$ cat config.mk
export PLATFORM = sky130hd
export DESIGN_NAME = inst_fetch_if
export DESIGN_NICKNAME = d
export VERILOG_FILES = /design/src/rtl/inst_fetch_if_pkg.sv /design/src/rtl/inst_fetch_if_hold_buf.sv /design/src/rtl/inst_fetch_if.sv
export SDC_FILE = /design/constraint.sdc
export NUM_CORES = 1
export LEC_CHECK = 0
export CAP_MARGIN = 15
export CORE_ASPECT_RATIO = 1.2
export CORE_MARGIN = 4
export CORE_UTILIZATION = 50
export DETAILED_ROUTE_END_ITERATION = 16
export GPL_TIMING_DRIVEN = 1
export PLACE_DENSITY = 0.8
export SLEW_MARGIN = 40
export SYNTH_ARGS = -nofsm -noshare
export SYNTH_HDL_FRONTEND = slang
export SYNTH_HIERARCHICAL = 1
export SYNTH_SLANG_ARGS = --single-unit
export TNS_END_PERCENT = 1
$ cat constraint.sdc
create_clock -name clk -period 2.8 [get_ports clk]
set_input_delay 0.56 -clock clk [delete_from_list [all_inputs] [get_ports clk]]
set_output_delay 0.56 -clock clk [all_outputs]
set_load 0.02 [all_outputs]
$ cat src/rtl/inst_fetch_if_pkg.sv
// -----------------------------------------------------------------------------
// inst_fetch_if_pkg
// Shared definitions for the instruction-fetch / IF-ID stage:
//   - bus widths for instruction addresses and instruction words
//   - stall and chip-enable encodings used by CTRL and pc_reg
//   - the NOP encoding used for bubbles
//   - the fetch FSM state encoding
// -----------------------------------------------------------------------------
package inst_fetch_if_pkg;

    localparam int unsigned INST_ADDR_W = 32;   // instruction address bus
    localparam int unsigned INST_W      = 32;   // instruction word bus

    localparam logic STOP        = 1'b1;        // stall bit asserted
    localparam logic NO_STOP     = 1'b0;        // stall bit released
    localparam logic CHIP_ENABLE = 1'b1;        // pc_reg fetch enable

    localparam logic [INST_W-1:0] NOP_ENC = 32'h0000_0000;

    typedef enum logic [1:0] {
        FETCH   = 2'd0,   // issuing / waiting on a request
        HOLD    = 2'd1,   // word parked in the hold buffer while ID is stalled
        DISCARD = 2'd2    // flushed request still in flight, its data is dropped
    } if_state_t;

endpackage

$ cat src/rtl/inst_fetch_if_hold_buf.sv
// -----------------------------------------------------------------------------
// inst_fetch_if_hold_buf
// One-entry {pc, inst} holding register. Captures a fetched word that
// returned while IF/ID was stalled, so the memory request can complete.
//   clk, rst   : clock, synchronous active-high reset
//   load_i     : capture pc_i / inst_i
//   clear_i    : entry consumed or flushed (wins over load_i)
//   pc_i       : pc of the returning word
//   inst_i     : returning instruction word
//   pc_o       : held pc
//   inst_o     : held instruction
//   valid_o    : entry occupied
// -----------------------------------------------------------------------------
import inst_fetch_if_pkg::*;

module inst_fetch_if_hold_buf (
    input  logic                   clk,
    input  logic                   rst,
    input  logic                   load_i,
    input  logic                   clear_i,
    input  logic [INST_ADDR_W-1:0] pc_i,
    input  logic [INST_W-1:0]      inst_i,
    output logic [INST_ADDR_W-1:0] pc_o,
    output logic [INST_W-1:0]      inst_o,
    output logic                   valid_o
);

    logic [INST_ADDR_W-1:0] hold_pc_q;
    logic [INST_W-1:0]      hold_inst_q;
    logic                   valid_q;

    always_ff @(posedge clk) begin
        if (rst || clear_i) begin
            hold_pc_q   <= '0;
            hold_inst_q <= '0;
            valid_q     <= 1'b0;
        end else if (load_i) begin
            hold_pc_q   <= pc_i;
            hold_inst_q <= inst_i;
            valid_q     <= 1'b1;
        end
    end

    assign pc_o    = hold_pc_q;
    assign inst_o  = hold_inst_q;
    assign valid_o = valid_q;

endmodule

$ cat src/rtl/inst_fetch_if.sv
// -----------------------------------------------------------------------------
// inst_fetch_if
// IF / IF-ID stage downstream of pc_reg. Fetches pc_i from a variable-latency
// instruction memory and presents registered {id_pc, id_inst} to ID.
//
// Memory handshake: rom_req is held high with rom_addr stable until rom_ack;
// a word transfers in any cycle where rom_req & rom_ack are both high
// (rom_ack may rise in the same cycle as rom_req). A request, once issued,
// is never withdrawn except by reset or by the timeout retry.
//
// Ports:
//   clk, rst     : clock, synchronous active-high reset
//   pc_i, ce_i   : fetch address / enable from pc_reg
//   stall, flush : CTRL stall vector (bit1 IF/ID, bit2 ID/EX) and flush
//   rom_req, rom_addr, rom_ack, rom_data : instruction memory handshake
//   id_pc, id_inst : registered outputs to ID
//   stallreq_if  : stall request to CTRL
//   fetch_err    : one-cycle timeout pulse (only with IF_TIMEOUT_EN)
//   dbg_state    : current FSM state, for observation
//
// Build option: define IF_TIMEOUT_EN to bound the ack wait to TIMEOUT_CYCLES.
// -----------------------------------------------------------------------------
import inst_fetch_if_pkg::*;

module inst_fetch_if #(
    parameter int unsigned        TIMEOUT_CYCLES = 255,
    parameter logic [INST_W-1:0]  NOP_INST       = NOP_ENC
) (
    input  logic                   clk,
    input  logic                   rst,
    input  logic [INST_ADDR_W-1:0] pc_i,
    input  logic                   ce_i,
    input  logic [5:0]             stall,
    input  logic                   flush,
    output logic                   rom_req,
    output logic [INST_ADDR_W-1:0] rom_addr,
    input  logic                   rom_ack,
    input  logic [INST_W-1:0]      rom_data,
    output logic [INST_ADDR_W-1:0] id_pc,
    output logic [INST_W-1:0]      id_inst,
    output logic                   stallreq_if,
`ifdef IF_TIMEOUT_EN
    output logic                   fetch_err,
`endif
    output if_state_t              dbg_state
);

    if_state_t              state_q;
    logic [INST_ADDR_W-1:0] addr_q;
    logic [INST_ADDR_W-1:0] id_pc_q;
    logic [INST_W-1:0]      id_inst_q;

    logic                   req_raw;
    logic                   req_drop;
    logic                   wait_c;
    logic                   ack_c;
    logic                   timeout_hit;
    logic                   stall_if;
    logic                   stall_id;
    logic                   hold_load;
    logic                   hold_clear;
    logic [INST_ADDR_W-1:0] hold_pc;
    logic [INST_W-1:0]      hold_inst;
    logic                   hold_valid;
    logic                   unused_ok;

    assign stall_if = (stall[1] == STOP);
    assign stall_id = (stall[2] != NO_STOP);

    always_comb begin
        req_raw = 1'b0;
        case (state_q)
            FETCH:   req_raw = (ce_i == CHIP_ENABLE);
            DISCARD: req_raw = 1'b1;
            default: req_raw = 1'b0;
        endcase
    end

    // Reset drops the request immediately; the memory tolerates this.
    assign rom_req  = ~rst & ~req_drop & req_raw;
    assign rom_addr = (state_q == DISCARD) ? addr_q : pc_i;
    assign wait_c   = rom_req & ~rom_ack;
    assign ack_c    = rom_req & rom_ack;

    // Built only from state and the memory handshake, never from stall,
    // so CTRL cannot close a combinational loop through this output.
    assign stallreq_if = ~rst & (wait_c | (state_q == HOLD));

`ifdef IF_TIMEOUT_EN
    localparam int unsigned CNT_W =
        ($clog2(TIMEOUT_CYCLES + 1) < 8) ? 8 : $clog2(TIMEOUT_CYCLES + 1);
    localparam logic [CNT_W-1:0] CNT_LAST = CNT_W'(TIMEOUT_CYCLES - 1);

    logic [CNT_W-1:0] cnt_q;
    logic             err_q;

    // Fires on the TIMEOUT_CYCLES-th consecutive unanswered cycle.
    assign timeout_hit = wait_c & (cnt_q == CNT_LAST);
    // The error cycle also withdraws the request so the memory sees a retry.
    assign req_drop    = err_q;
    assign fetch_err   = err_q;

    always_ff @(posedge clk) begin
        if (rst) begin
            cnt_q <= '0;
            err_q <= 1'b0;
        end else begin
            err_q <= timeout_hit;
            // FETCH->DISCARD on flush is a state change and restarts the count.
            if (wait_c && !timeout_hit && !(flush && state_q == FETCH)) begin
                cnt_q <= cnt_q + 1'b1;
            end else begin
                cnt_q <= '0;
            end
        end
    end

    assign unused_ok = ^{stall[5:3], stall[0], hold_valid};
`else
    logic [31:0] unused_timeout;

    assign timeout_hit    = 1'b0;
    assign req_drop       = 1'b0;
    assign unused_timeout = TIMEOUT_CYCLES;
    assign unused_ok      = ^{stall[5:3], stall[0], hold_valid};
`endif

    // A word that returns while IF/ID is stalled is parked; it is released
    // when the stall lifts or thrown away on flush.
    assign hold_load  = ~timeout_hit & ~flush & (state_q == FETCH) & ack_c & stall_if;
    assign hold_clear = flush | ((state_q == HOLD) & ~stall_if);

    inst_fetch_if_hold_buf u_hold_buf (
        .clk     (clk),
        .rst     (rst),
        .load_i  (hold_load),
        .clear_i (hold_clear),
        .pc_i    (pc_i),
        .inst_i  (rom_data),
        .pc_o    (hold_pc),
        .inst_o  (hold_inst),
        .valid_o (hold_valid)
    );

    always_ff @(posedge clk) begin
        if (rst) begin
            state_q   <= FETCH;
            addr_q    <= '0;
            id_pc_q   <= '0;
            id_inst_q <= NOP_INST;
        end else begin
            if (state_q == FETCH) begin
                addr_q <= pc_i;
            end
            if (timeout_hit) begin
                // Abandon the request and retry the same pc from FETCH.
                state_q   <= FETCH;
                id_pc_q   <= '0;
                id_inst_q <= NOP_INST;
            end else if (flush) begin
                id_pc_q   <= '0;
                id_inst_q <= NOP_INST;
                case (state_q)
                    FETCH:   state_q <= wait_c ? DISCARD : FETCH;
                    DISCARD: state_q <= ack_c ? FETCH : DISCARD;
                    default: state_q <= FETCH;
                endcase
            end else begin
                if (!stall_if) begin
                    case (state_q)
                        FETCH: begin
                            id_pc_q   <= ack_c ? pc_i : '0;
                            id_inst_q <= ack_c ? rom_data : NOP_INST;
                        end
                        HOLD: begin
                            id_pc_q   <= hold_pc;
                            id_inst_q <= hold_inst;
                        end
                        default: begin
                            id_pc_q   <= '0;
                            id_inst_q <= NOP_INST;
                        end
                    endcase
                end else if (!stall_id) begin
                    // IF held but ID advancing: ID must see a bubble.
                    id_pc_q   <= '0;
                    id_inst_q <= NOP_INST;
                end
                case (state_q)
                    FETCH:   if (ack_c && stall_if) state_q <= HOLD;
                    HOLD:    if (!stall_if) state_q <= FETCH;
                    DISCARD: if (ack_c) state_q <= FETCH;
                    default: state_q <= FETCH;
                endcase
            end
        end
    end

    assign id_pc     = id_pc_q;
    assign id_inst   = id_inst_q;
    assign dbg_state = state_q;

endmodule

==> results.md, run 1 <==
* Post-Place Cells at 1,063
* Root buffer cell: clkbuf_16
* Hold Crit Depth at 2
* Commonest non-fill, non-tap cell in the layout: clkdlybuf4s50_1
* Synth Instances at 748
* Port Buf Inserts at 170
* Starting Density at 51.5%
* Vias in the first global route at 6,813
* DRT antenna net count at 0
* Most frequent cells in the layout: 169 x clkdlybuf4s50_1, 162 x dfxtp_1, 73 x a21oi_1
* Fmax at 0.375 GHz
* Row cnt at 48
* Arr. time, crit path at 2.11 ns
* # DRC at 0
* Final Cell Area at 9810 um^2
* DR vias at 6,405
* Fillers at 1,176
* CTS tree: built
* Syn Area/Cell at 10.0 um^2
* Crit path required time at 2.24 ns
* # setup viols final at 0
* Syn_nets at 823
* Vias/cell at 5.86
* Switching part of the total at 23.1%
* Critical path fanouts, max at 4
* Rel. slew slack at 53.1%
* CTS buffer count at 17
* Routed WL at 21,000 um
* Worst-path clk slew at 0.06 ns
* Worst skew pair latency at 0.42 ns
* DP Area at 9210 um^2
* DP HPWL at 13,600 um
* Max-cap viol count at 0
* Layout cells sized above 1 at 14.1%
* Post-route setup TNS at 0 ns
* Least-Margin Pin Slew at 0.703 ns
* TritonRoute pass-1 iters at 5
* Pint at 4.12 mW
* Pwr/cell area at 546 nW/um^2
* Unrepaired setup endpoints after global routing: false
* Core Footprint at 14,500 um^2
* Final period utilization at 95.2%
* Avg WL per Cell at 19.2 um
* Status: complete, no violations
* Max Slew Vio Count at 0
* DRT iter0 DRCs at 549
* Combinational Power Share at 11.6%
* Worst-case clock skew at 0.00642 ns
* Die Height at 142 um
* Hold Violations, Final at 0
* Routability congestion estimate at 0.795
* Period minus WS final at 2.67 ns
* DIE WIDTH at 120 um
* Die footprint at 17,000 um^2
* First-pass GRT wire length at 34,600 um
* H-tree levels at 4
* Mapped Area at 7480 um^2
* Multi-input gate area at 3810 um^2
* Setup crit end kind: primary output
* Ant. Diodes at 0
* Reg2Reg Depth at 6
* Critical Path Start Type: input pin
* Clk buf depth at 2
* Final Power at 5.36 mW
* Sequential power share at 44.2%
* Nets at 957
* Register Area at 3240 um^2
* Total GRT Usage at 25.1%
* Overflow after GRT at 0
* Synth-to-Final Area Change at 31.1%
* Total clock sinks at 162
* Synthesis warning total at 6
* Leak pwr at 3.29 nW
* Clk pwr share at 44.2%
* Largest net degree at the start of global routing at 65
* Post-layout util at 67.5%
* Path type of the worst min-delay path: reg2reg
* Io pins at 175
* Initial antenna violation count at 0
* P_sw at 1.24 mW
* Worst Setup Path Type: in2out
* Final Non-Filler Cells at 1,093
* Maximum vdd ir drop at 0.000413 V
[layer usage]
layer	wire length (um)	GRT usage, %	vias to the layer above
met4	436	9.95	0
met2	10600	43.8	242
li1	-	-	2990
met1	8810	30.7	3147
met3	1170	4.57	26
met5	0	0	-
[registers in the layout (all words and copies together), names as in the netlist]
name	flops
u_hold_buf/inst_o	32
u_hold_buf/pc_o	32
id_pc	32
addr_q	32
dbg_state	2
id_inst	32
[final timing paths]
| path | startpoint | end | slack, ns |
|---|---|---|---|
| max | ce_i | rom_req | 0.13 |
| min | addr_q[9]$_SDFFE_PP0N_ | addr_q[9]$_SDFFE_PP0N_ | 0.45 |
| max reg2reg | dbg_state[1]$_SDFFE_PP0P_ | u_hold_buf/pc_o[14]$_SDFFE_PP0P_ | 0.73 |
| min reg2reg | addr_q[9]$_SDFFE_PP0N_ | addr_q[9]$_SDFFE_PP0N_ | 0.45 |
[layout make-up]
type	count	area share, %
clock buffers	25	5.05
well taps	200	2.55
repair buffers	191	19.5
flip-flops and latches	162	33.1
clock inverters	5	1.02
multi-input cells	510	38.8
[through the flow]
step / hold slack [ns] / setup slack [ns]
after floorplan: 0.433 / 0.672
after global placement: 0.439 / 0.182
after detailed placement: 0.447 / 0.154
after CTS: 0.455 / 0.0456
after global routing: 0.477 / 0.0660
final: 0.455 / 0.134
[power groups by stage]
stage	Combinational, mW	Clock, mW	Sequential, mW
finish	0.623	2.36	2.37
global route	0.666	2.49	2.37
CTS	0.623	2.40	2.37
detailed placement	0.619	0	2.42
global placement	0.603	0	2.41
floorplan	0.338	0	2.42
[critical path, cell delays in order]
cell,delay (ns)
clkdlybuf4s50_1,0.52
nor2_1,0.08
nor3_1,0.27
clkdlybuf4s50_1,0.68
[what timing repair did]
item,in CTS,in global routing
hold buffers,0,0
setup buffers,0,0
resized for setup,0,1
endpoints found under the setup margin,0,2
Power figures use the tool's default switching activity.
==> inputs of run 2 (changes only) <==
--- a/config.mk
+++ b/config.mk
@@ -7,7 +7,7 @@
 export LEC_CHECK = 0
 export CAP_MARGIN = 15
 export CORE_ASPECT_RATIO = 1.2
-export CORE_MARGIN = 4
+export CORE_MARGIN = 2
 export CORE_UTILIZATION = 50
 export DETAILED_ROUTE_END_ITERATION = 16
 export GPL_TIMING_DRIVEN = 1
==> run 2 against run 1 <==
Against the previous run: first-iteration DRC count down 22%; combinational power about the same; critical endpoint is now rom_addr[1]; largest power group unchanged; die area down 6.1%; register-to-register slack better by 0.03 ns.
==> results.md, run 2 (synthesis gave the netlist of run 1 again) <==
* Ant. Diodes at 0
* DRT antenna net count at 0
* Total clock sinks at 162
* Die Height at 138 um
* Clk buf depth at 2
* # setup viols final at 0
* Nets at 957
* Hold Crit Depth at 2
* Largest net degree at the start of global routing at 77
* DP Area at 9210 um^2
* Vias/cell at 5.85
* Io pins at 175
* Root buffer cell: clkbuf_16
* Maximum vdd ir drop at 0.000347 V
* H-tree levels at 4
* Critical Path Start Type: flop
* Max Slew Vio Count at 0
* Final Cell Area at 9770 um^2
* Path type of the worst min-delay path: reg2reg
* Crit path required time at 2.24 ns
* Period minus WS final at 2.67 ns
* Worst skew pair latency at 0.43 ns
* Routed WL at 21,000 um
* Worst-case clock skew at 0.00996 ns
* Avg WL per Cell at 19.2 um
* Setup crit end kind: primary output
* CTS tree: built
* Status: complete, no violations
* DIE WIDTH at 116 um
* Synth-to-Final Area Change at 30.7%
* Rel. slew slack at 50.5%
* # DRC at 0
* Max-cap viol count at 0
* Leak pwr at 3.26 nW
* Critical path fanouts, max at 22
* Unrepaired setup endpoints after global routing: false
* Reg2reg start: dbg_state[0]$_SDFFE_PP0P_
* Reg2Reg Depth at 5
* Die footprint at 16,000 um^2
* Reg-to-reg slack, setup at 0.76 ns
* DRT iter0 DRCs at 430
* Vias in the first global route at 6,651
* Post CTS Setup Buffer Count at 0
* Layout cells sized above 1 at 14.3%
* Core Footprint at 14,500 um^2
* Least-Margin Pin Slew at 0.743 ns
* Port Buf Inserts at 170
* Fmax at 0.374 GHz
* Most frequent cells in the layout: 169 x clkdlybuf4s50_1, 162 x dfxtp_1, 73 x a21oi_1
* Hold Path End: addr_q[18]$_SDFFE_PP0N_
* Post-route setup TNS at 0 ns
* Hold Buf Count CTS at 0
* Worst hold start: addr_q[18]$_SDFFE_PP0N_
* Initial antenna violation count at 0
* Overflow after GRT at 0
* Row cnt at 48
* Worst-path clk slew at 0.06 ns
* Commonest non-fill, non-tap cell in the layout: clkdlybuf4s50_1
* Routability congestion estimate at 0.854
* Hold Violations, Final at 0
* R2r endpoint: id_pc[25]$_SDFFE_PP0P_
* DR vias at 6,402
* Starting Density at 51.5%
* CTS buffer count at 17
* Arr. time, crit path at 2.11 ns
* First-pass GRT wire length at 33,000 um
* DP HPWL at 13,200 um
* TritonRoute pass-1 iters at 4
* Final period utilization at 95.5%
* Worst Setup Path Type: reg2out
* # resized after CTS at 0
* Pwr/cell area at 531 nW/um^2
* Total GRT Usage at 26.3%
==> run 2: how the worst max path moves through the flow <==
stage / slack [ns] / from / endpoint / cells past startpoint
final: 0.13 / dbg_state[1]$_SDFFE_PP0P_ / rom_addr[1] / 4
after global routing: 0.05 / dbg_state[1]$_SDFFE_PP0P_ / rom_addr[1] / 4
after CTS: 0.05 / dbg_state[1]$_SDFFE_PP0P_ / rom_addr[1] / 4
after detailed placement: 0.17 / ce_i / stallreq_if / 5
after global placement: 0.19 / ce_i / stallreq_if / 5
after floorplan: 0.67 / ce_i / u_hold_buf/inst_o[11]$_SDFFE_PP0P_ / 8
==> run 2: critical path, cell delays in order, from the launching register on <==
cell and delay (ns):
dfxtp_1 0.33, nor2b_4 0.17, buf_6 0.25, mux2_2 0.37
clkdlybuf4s50_1 0.57
==> run 2: routing by layer <==
| layer | GRT usage, % | up-vias | part of all wire, % | wire, um |
|---|---|---|---|---|
| li1 | - | 2987 | - | - |
| met1 | 30.9 | 3166 | 42 | 8770 |
| met5 | 0 | - | 0 | 0 |
| met2 | 46.7 | 213 | 50 | 10600 |
| met3 | 6.34 | 36 | 5.8 | 1230 |
| met4 | 9.52 | 0 | 2.0 | 426 |
==> run 2: area by class of cell <==
cell class              instances  area [um^2]
clock buffers                  24          482
clock inverters                 8         78.8
fillers                      1131         4760
multi-input cells             510         3810
flip-flops and latches        162         3240
well taps                     200          250
repair buffers                191         1910
==> run 2: through the flow <==
| stage | instances | power (mW) | util [%] | worst slack (ns) | hold slack [ns] |
|---|---|---|---|---|---|
| floorplan | 748 | 2.76 | - | 0.672 | 0.433 |
| global placement | 1063 | 3.01 | 63.4 | 0.193 | 0.438 |
| detailed placement | 1063 | 3.03 | 63.4 | 0.174 | 0.447 |
| CTS | 1095 | 5.21 | 67.2 | 0.0517 | 0.455 |
| global route | 1095 | 5.35 | 67.2 | 0.0452 | 0.473 |
| finish | 1095 | 5.19 | 67.2 | 0.126 | 0.453 |
==> run 2: power by group <==
group | total [mW] | switching, mW | internal [mW]
clock | 2.20 | 0.911 | 1.29
sequential | 2.37 | 0.0215 | 2.35
combinational | 0.620 | 0.338 | 0.282
total | 5.19 | 1.27 | 3.92
==> inputs of run 3 (changes only) <==
--- a/config.mk
+++ b/config.mk
@@ -11,7 +11,7 @@
 export CORE_UTILIZATION = 50
 export DETAILED_ROUTE_END_ITERATION = 16
 export GPL_TIMING_DRIVEN = 1
-export PLACE_DENSITY = 0.8
+export PLACE_DENSITY = 0.79
 export SLEW_MARGIN = 40
 export SYNTH_ARGS = -nofsm -noshare
 export SYNTH_HDL_FRONTEND = slang
==> run 3 against run 2 <==
Against the previous run: hold slack got worse by 0.0091 ns; sequential share of layout area fell by 0.16 points; setup slack got worse by 0.018 ns; combinational power barely moved; routed wire length fell by 1.0%; total power rose by 4.1%; cell area rose by 0.50%; via count rose by 0.37%; clock skew barely moved.
==> results.md, run 3 (synthesis gave the netlist of run 1 again) <==
* Status: complete, no violations
* Overflow after GRT at 0
* # DRC at 0
* DR vias at 6,426
* DRT antenna net count at 0
* DP Area at 9200 um^2
* Clk buf depth at 2
* Hold Violations, Final at 0
* H-tree levels at 4
* Total GRT Usage at 26.4%
* Crit path required time at 2.24 ns
* DP HPWL at 13,200 um
* Worst-path clk slew at 0.06 ns
* Core Footprint at 14,500 um^2
* Die footprint at 16,000 um^2
* TritonRoute pass-1 iters at 6
* Least-Margin Pin Slew at 0.731 ns
* # setup viols final at 0
* Row cnt at 48
* CTS buffer count at 17
* Nets at 956
* Worst-case clock skew at 0.00984 ns
* Fmax at 0.372 GHz
* Leak pwr at 3.29 nW
* Worst Setup Path Type: reg2out
* Unrepaired setup endpoints after global routing: false
* Post CTS Setup Buffer Count at 0
* Vias in the first global route at 6,657
* Post-layout util at 67.6%
* Max-cap viol count at 0
* Initial antenna violation count at 0
* Most frequent cells in the layout: 169 x clkdlybuf4s50_1, 162 x dfxtp_1, 73 x a21oi_1
* Arr. time, crit path at 2.13 ns
* Final period utilization at 96.1%
* Synth-to-Final Area Change at 31.3%
* Commonest non-fill, non-tap cell in the layout: clkdlybuf4s50_1
* Fillers at 1,148
* Routed WL at 20,800 um
* First-pass GRT wire length at 33,000 um
* Final Cell Area at 9820 um^2
* Path type of the worst min-delay path: in2reg
* DIE WIDTH at 116 um
* Die Height at 138 um
* Routability congestion estimate at 0.791
* Critical Path Start Type: flop
* Critical path fanouts, max at 22
* Layout cells sized above 1 at 14.3%
* DRT iter0 DRCs at 504
* Avg WL per Cell at 19.0 um
* Vias/cell at 5.87
* Post-route setup TNS at 0 ns
* Worst skew pair latency at 0.42 ns
* Max Slew Vio Count at 0
* Largest net degree at the start of global routing at 75
* Period minus WS final at 2.69 ns
* Io pins at 175
* Setup crit end kind: primary output
* CTS tree: built
* Total clock sinks at 162
* Rel. slew slack at 51.3%
* Port Buf Inserts at 170
* Root buffer cell: clkbuf_16
* Ant. Diodes at 0
* Pwr/cell area at 550 nW/um^2
* Starting Density at 51.5%
* Maximum vdd ir drop at 0.000310 V
## run 3: layer usage
metal / part of all wire [%] / track usage [%]
met1: 41 / 31.3
met2: 52 / 47.0
met3: 5.6 / 4.85
met4: 2.0 / 10.3
met5: 0 / 0
## run 3: timing repair
item,4_1_cts,5_1_grt
gates resized for setup,0,1
hold buffers,0,0
endpoints found under the setup margin,0,2
## run 3: power breakdown
part,switching (mW),internal (mW),total [mW]
Sequential,0.0212,2.35,2.37
Clock,0.916,1.50,2.41
Combinational,0.338,0.283,0.621
## run 3: through the flow
stage / instances / hold slack [ns] / power (mW) / worst slack (ns)
after global routing: 1094 / 0.448 / 5.56 / 0.0372
after global placement: 1062 / 0.438 / 3.02 / 0.182
final: 1094 / 0.444 / 5.40 / 0.108
after CTS: 1094 / 0.430 / 5.44 / 0.0114
after floorplan: 748 / 0.433 / 2.76 / 0.672
after detailed placement: 1062 / 0.447 / 3.04 / 0.128
## run 3: path summary, 6_finish.rpt
kind / from / endpoint / slack, ns / cells past startpoint
hold / removal: rst / addr_q[24]$_SDFFE_PP0N_ / 0.44 / 2
hold reg to reg: addr_q[12]$_SDFFE_PP0N_ / addr_q[12]$_SDFFE_PP0N_ / 0.45 / 2
setup / recovery: dbg_state[1]$_SDFFE_PP0P_ / rom_addr[1] / 0.11 / 4
setup reg to reg: dbg_state[1]$_SDFFE_PP0P_ / u_hold_buf/pc_o[31]$_SDFFE_PP0P_ / 0.74 / 6
## run 3: layout make-up
cell class,instances,area [um^2],area share [%]
multi-input cells,510,3810,38.8
repair buffers,190,1900,19.4
clock buffers,24,492,5.01
clock inverters,8,125,1.27
flip-flops and latches,162,3240,33.0
well taps,200,250,2.55
## run 3: worst max-delay path, cell delays in order (launching register included)
cell and delay (ns):
dfxtp_1 0.33, nor2b_4 0.17, buf_6 0.25, mux2_2 0.37, clkdlybuf4s50_1 0.58
